$ cat config.mk
export PLATFORM = sky130hd
export DESIGN_NAME = mem_arbiter
export DESIGN_NICKNAME = d
export VERILOG_FILES = /design/src/rtl/mem_arbiter.sv
export SDC_FILE = /design/constraint.sdc
export NUM_CORES = 1
export LEC_CHECK = 0
export ABC_AREA = 0
export CORE_MARGIN = 4
export CORE_UTILIZATION = 30
export CTS_BUF_LIST = sky130_fd_sc_hd__clkbuf_8
export DETAILED_ROUTE_END_ITERATION = 12
export GPL_ROUTABILITY_DRIVEN = 0
export SETUP_SLACK_MARGIN = 0.02
export SYNTH_ARGS = -nofsm -noshare
export SYNTH_HDL_FRONTEND = slang
export SYNTH_SLANG_ARGS = --single-unit
$ cat constraint.sdc
create_clock -name clock -period 3.12 [get_ports clock]
set_input_delay 0.624 -clock clock [delete_from_list [all_inputs] [get_ports clock]]
set_output_delay 0.624 -clock clock [all_outputs]
set_load 0.1 [all_outputs]
$ cat src/rtl/mem_arbiter.sv
// Arbitrates one single-port memory between a CPU and a DMA requester; CPU has priority, DMA bounded starvation.
// Optional MEMARB_FAST_WRITE_EN: writes finish after a single ACCESS cycle regardless of RD_LAT.
module mem_arbiter #(
  parameter int AW       = 18,
  parameter int DW       = 8,
  parameter int RD_LAT   = 1,
  parameter int MAX_WAIT = 4
) (
  input  logic          clock,
  input  logic          resetn,
  input  logic          cpu_req,
  input  logic          cpu_we,
  input  logic [AW-1:0] cpu_addr,
  input  logic [DW-1:0] cpu_wdata,
  output logic          cpu_ack,
  output logic [DW-1:0] cpu_rdata,
  input  logic          dma_req,
  input  logic          dma_we,
  input  logic [AW-1:0] dma_addr,
  input  logic [DW-1:0] dma_wdata,
  output logic          dma_ack,
  output logic [DW-1:0] dma_rdata,
  output logic [AW-1:0] mem_addr,
  output logic [DW-1:0] mem_data,
  output logic          mem_wren,
  input  logic [DW-1:0] mem_q,
  output logic [1:0]    grant
);

  localparam int LCW = (RD_LAT > 1) ? $clog2(RD_LAT) : 1;
  localparam int WCW = $clog2(MAX_WAIT + 1);

  typedef enum logic [1:0] {IDLE, ACCESS, RESP} state_t;

  state_t          state_reg, state_next;
  logic            owner_dma_reg, owner_dma_next;
  logic            we_reg, we_next;
  logic [LCW-1:0]  lat_cnt_reg, lat_cnt_next;
  logic [WCW-1:0]  wait_cnt_reg, wait_cnt_next;
  logic [AW-1:0]   addr_reg, addr_next;
  logic [DW-1:0]   data_reg, data_next;
  logic            wren_reg, wren_next;
  logic [1:0]      grant_reg, grant_next;
  logic            cpu_ack_reg, cpu_ack_next;
  logic            dma_ack_reg, dma_ack_next;
  logic [DW-1:0]   cpu_rdata_reg, cpu_rdata_next;
  logic [DW-1:0]   dma_rdata_reg, dma_rdata_next;
  logic            dma_win;
  logic            access_done;

  // DMA wins when alone, or when the CPU has already beaten it MAX_WAIT times in a row
  assign dma_win = dma_req && (!cpu_req || (wait_cnt_reg == WCW'(MAX_WAIT)));

`ifdef MEMARB_FAST_WRITE_EN
  assign access_done = we_reg || (lat_cnt_reg == LCW'(RD_LAT - 1));
`else
  assign access_done = (lat_cnt_reg == LCW'(RD_LAT - 1));
`endif

  always_ff @(posedge clock) begin
    if (!resetn) begin
      state_reg     <= IDLE;
      owner_dma_reg <= 1'b0;
      we_reg        <= 1'b0;
      lat_cnt_reg   <= '0;
      wait_cnt_reg  <= '0;
      addr_reg      <= '0;
      data_reg      <= '0;
      wren_reg      <= 1'b0;
      grant_reg     <= 2'b00;
      cpu_ack_reg   <= 1'b0;
      dma_ack_reg   <= 1'b0;
      cpu_rdata_reg <= '0;
      dma_rdata_reg <= '0;
    end else begin
      state_reg     <= state_next;
      owner_dma_reg <= owner_dma_next;
      we_reg        <= we_next;
      lat_cnt_reg   <= lat_cnt_next;
      wait_cnt_reg  <= wait_cnt_next;
      addr_reg      <= addr_next;
      data_reg      <= data_next;
      wren_reg      <= wren_next;
      grant_reg     <= grant_next;
      cpu_ack_reg   <= cpu_ack_next;
      dma_ack_reg   <= dma_ack_next;
      cpu_rdata_reg <= cpu_rdata_next;
      dma_rdata_reg <= dma_rdata_next;
    end
  end

  always_comb begin
    state_next     = state_reg;
    owner_dma_next = owner_dma_reg;
    we_next        = we_reg;
    lat_cnt_next   = lat_cnt_reg;
    wait_cnt_next  = wait_cnt_reg;
    addr_next      = addr_reg;
    data_next      = data_reg;
    wren_next      = wren_reg;
    grant_next     = grant_reg;
    cpu_ack_next   = cpu_ack_reg;
    dma_ack_next   = dma_ack_reg;
    cpu_rdata_next = cpu_rdata_reg;
    dma_rdata_next = dma_rdata_reg;

    case (state_reg)
      IDLE: begin
        if (!dma_req || dma_win) begin
          wait_cnt_next = '0;
        end else if (wait_cnt_reg != WCW'(MAX_WAIT)) begin
          wait_cnt_next = wait_cnt_reg + WCW'(1);
        end
        if (cpu_req || dma_req) begin
          owner_dma_next = dma_win;
          we_next        = dma_win ? dma_we    : cpu_we;
          addr_next      = dma_win ? dma_addr  : cpu_addr;
          data_next      = dma_win ? dma_wdata : cpu_wdata;
          wren_next      = dma_win ? dma_we    : cpu_we;
          grant_next     = dma_win ? 2'b10     : 2'b01;
          lat_cnt_next   = '0;
          state_next     = ACCESS;
        end
      end
      ACCESS: begin
        wren_next = 1'b0;
        if (access_done) begin
          if (owner_dma_reg) begin
            dma_ack_next = 1'b1;
            if (!we_reg) dma_rdata_next = mem_q;
          end else begin
            cpu_ack_next = 1'b1;
            if (!we_reg) cpu_rdata_next = mem_q;
          end
          state_next = RESP;
        end else begin
          lat_cnt_next = lat_cnt_reg + LCW'(1);
        end
      end
      RESP: begin
        cpu_ack_next = 1'b0;
        dma_ack_next = 1'b0;
        grant_next   = 2'b00;
        state_next   = IDLE;
      end
      default: begin
        state_next = IDLE;
      end
    endcase
  end

  assign cpu_ack   = cpu_ack_reg;
  assign cpu_rdata = cpu_rdata_reg;
  assign dma_ack   = dma_ack_reg;
  assign dma_rdata = dma_rdata_reg;
  assign mem_addr  = addr_reg;
  assign mem_data  = data_reg;
  assign mem_wren  = wren_reg;
  assign grant     = grant_reg;

endmodule

==> summary.txt <==
CTS
  – CTS Buffer Depth: 2
  – CTS tree: yes
  – H-tree levels: 2
  – Setup Buffers After CTS: 0
  – Clk sink count: 54
  – # hold bufs at CTS: 0
  – Clock-pin transition on the worst setup and hold timing paths: 0.09 ns
  – Clk Latency, worst-skew pair: 0.30 ns
  – Post_cts resized: 0
  – CTS root buffer: clkbuf_8
  – Num CTS Buffers: 5

Timing
  – # setup viols final: 0
  – Hold Vio Cnt, Final: 0
  – Unrepaired setup endpoints after global routing: false
  – Period utilization: 0.7589
  – Crit path time final: 2.368 ns
  – Fmax: 422.4 MHz
  – Clk_skew: 0.006137 ns
  – Slew at the pin with the worst max-slew slack: 0.9575 ns
  – Final setup TNS: 0 ns
  – Slew Viols, Final: 0
  – Worst rel slew slack: 0.3610

Power
  – Clock share of power: 0.291
  – Internal power: 1.268 mW
  – Reg power frac: 0.395
  – Leakage Power: 1.348 nW
  – Net Sw Power: 679.1 uW
  – Sw frac: 0.3488
  – Total power: 1.947 mW
  – Comb pwr share: 0.314
  – Peak supply drop: 0.0002744 V
  – Power Density: 567.5 mW/mm2

Routing
  – Met2 WL: 2.942 mm
  – Detailed Route WL: 6.271 mm
  – DRT iter0 DRCs: 123
  – Vias: 2,029
  – First-pass DRT Iterations: 6
  – Via/cell ratio: 4.785
  – Routed length on met3: 596 um
  – Number of remaining DRC errors: 0
  – Routed len/inst: 14.79 um
  – M1 WL: 2.666 mm
  – Max layer used: met4
  – Antenna viol nets, final: 0

Worst setup path
  – Largest stage delay, worst path: 0.81 ns
  – Crit-path cells: clkdlybuf4s50_1 > a21boi_4 > nor3b_4 > a222oi_1 > nor2b_1
  – Slowest stage cell, crit path: nor3b_4
  – CP arrival: 2.61 ns
  – CP endpoint kind: register
  – Critical path required time: 3.36 ns
  – Top fanout value on the critical path: 24
  – CP Launch Type: primary input
  – Critical path type: primary input to register

Floorplan
  – Placement row count: 31
  – DIE AREA: 0.008953 mm2
  – Io pins: 113
  – Core box area: 0.007292 mm2
  – Initial core utilization: 0.3087
  – Die W: 94.62 um
  – Die Height: 94.62 um

Synth
  – Yosys top cell area share: 0.4803
  – Most frequent cells after synthesis: 54 x dfxtp_1, 33 x nor2b_1, 22 x a222oi_1
  – Syn Std Cell Area: 0.002251 mm2
  – Post-synth top area cell: dfxtp_1
  – #FFs+latches synth: 54
  – Ys flop type: dfxtp_1
  – Syn Inst Count: 223
  – Count of different cell masters after synthesis: 33
  – Average cell area after synthesis: 10.09 um2
  – Syn nets: 291
  – Yosys warns: 0
  – Part of the Yosys area used for sequential elements: 0.4803
  – Ys async rst share: 0
  – Count leader, synth: dfxtp_1
  – Synth top area cells: dfxtp_1 48%, a222oi_1 9.8%, nor2b_1 9.2%
  – Number of synthesized flops with an enable pin: 0

Final layout
  – Diode count: 0
  – Largest register FFs: 18
  – Nets: 392
  – Layout cells sized above 1: 0.1938
  – Area delta synth->final: 52.42%

Global route
  – Grt total ovfl: 0
  – Initial antenna violation count: 0
  – First-pass GRT wire length: 10.03 mm
  – Overall Global Routing Usage: 0.1401
  – Number of global-route vias before repair: 2,088
  – Largest net degree at the start of global routing: 56

Hold path
  – Worst min path class: register to register

Placed design
  – PortBufs: 112
  – Dpl hpwl: 4.467 mm

Run status
  – Status: finished, final reports clean

Flow run
  – Max-cap violations: 0
[logic make-up (layout without fill, tap and decap cells)]
| family | Yosys count | in the layout | synth area share |
|---|---|---|---|
| AO/OA/AOI/OAI | 56 | 56 | 0.2001 |
| adder cells (fa/ha/maj) | 2 | 2 | 0.01112 |
| multiplexers | 13 | 13 | 0.05781 |
| flip-flops | 54 | 54 | 0.4803 |
| buffers and inverters | 24 | 126 | 0.05948 |
| AND/OR/NAND/NOR | 74 | 74 | 0.1912 |
[final timing paths]
check	from	to	slack [ns]	cells past startpoint
setup / recovery	cpu_req	mem_data[6]	0.75	5
hold / removal	cpu_rdata[4]	cpu_rdata[4]	0.46	2
setup reg to reg	state_reg[1]	mem_data[6]	0.93	4
hold reg to reg	cpu_rdata[4]	cpu_rdata[4]	0.46	2
[critical path: cells and delay by family]
kind	cells	cell delay, ns
buf+inv	1	0.51
compound gates	2	0.49
simple gates	2	0.97
[layout by cell type (no fill, tap or decap), types with 3 or more instances in the layout]
cell             instances
mux2i_1                 13
buf_4                   50
o21a_1                   4
dfxtp_1                 54
a21oi_1                  6
nor2b_1                 33
inv_1                    3
clkbuf_8                 6
a21boi_0                 4
a222oi_1                22
nand2b_1                 3
nor2_1                   4
nand2_1                 20
a21boi_1                 8
clkdlybuf4s50_1         65
o21ai_0                  7
[power by group through the flow]
stage                     Sequential (mW)  Clock, mW  Combinational (mW)
after CTS                           0.769      0.590               0.616
after floorplan                      1.08          0               0.145
after global placement              0.785          0               0.612
after detailed placement            0.784          0               0.615
after global routing                0.777      0.612               0.643
final                               0.769      0.567               0.612
[area by class of cell]
class	instances	area [um2]
well taps	99	123.9
inverters	3	11.26
fillers	717	3861
clock inverters	2	60.06
multi-input cells	145	1046
flip-flops and latches	54	1081
repair buffers	115	1026
clock buffers	6	82.58
[stage by stage]
stage | area, um2 | hold slack (ns) | worst slack (ns) | utilization | cells
after floorplan | 2251 | 0.4578 | 1.416 | - | 223
after global placement | 3288 | 0.4446 | 0.4426 | 0.4509 | 416
after detailed placement | 3288 | 0.4484 | 0.3798 | 0.4509 | 416
after CTS | 3431 | 0.4626 | 0.7300 | 0.4705 | 424
after global routing | 3431 | 0.4776 | 0.5116 | 0.4705 | 424
final | 3431 | 0.4595 | 0.7523 | 0.4705 | 424
[layer usage]
layer / vias up / global-route usage
li1: 1012 / -
met1: 925 / 0.1663
met2: 84 / 0.2378
met3: 8 / 0.05259
met4: 0 / 0.03606
met5: - / 0
(Power assumes the default switching activity.)
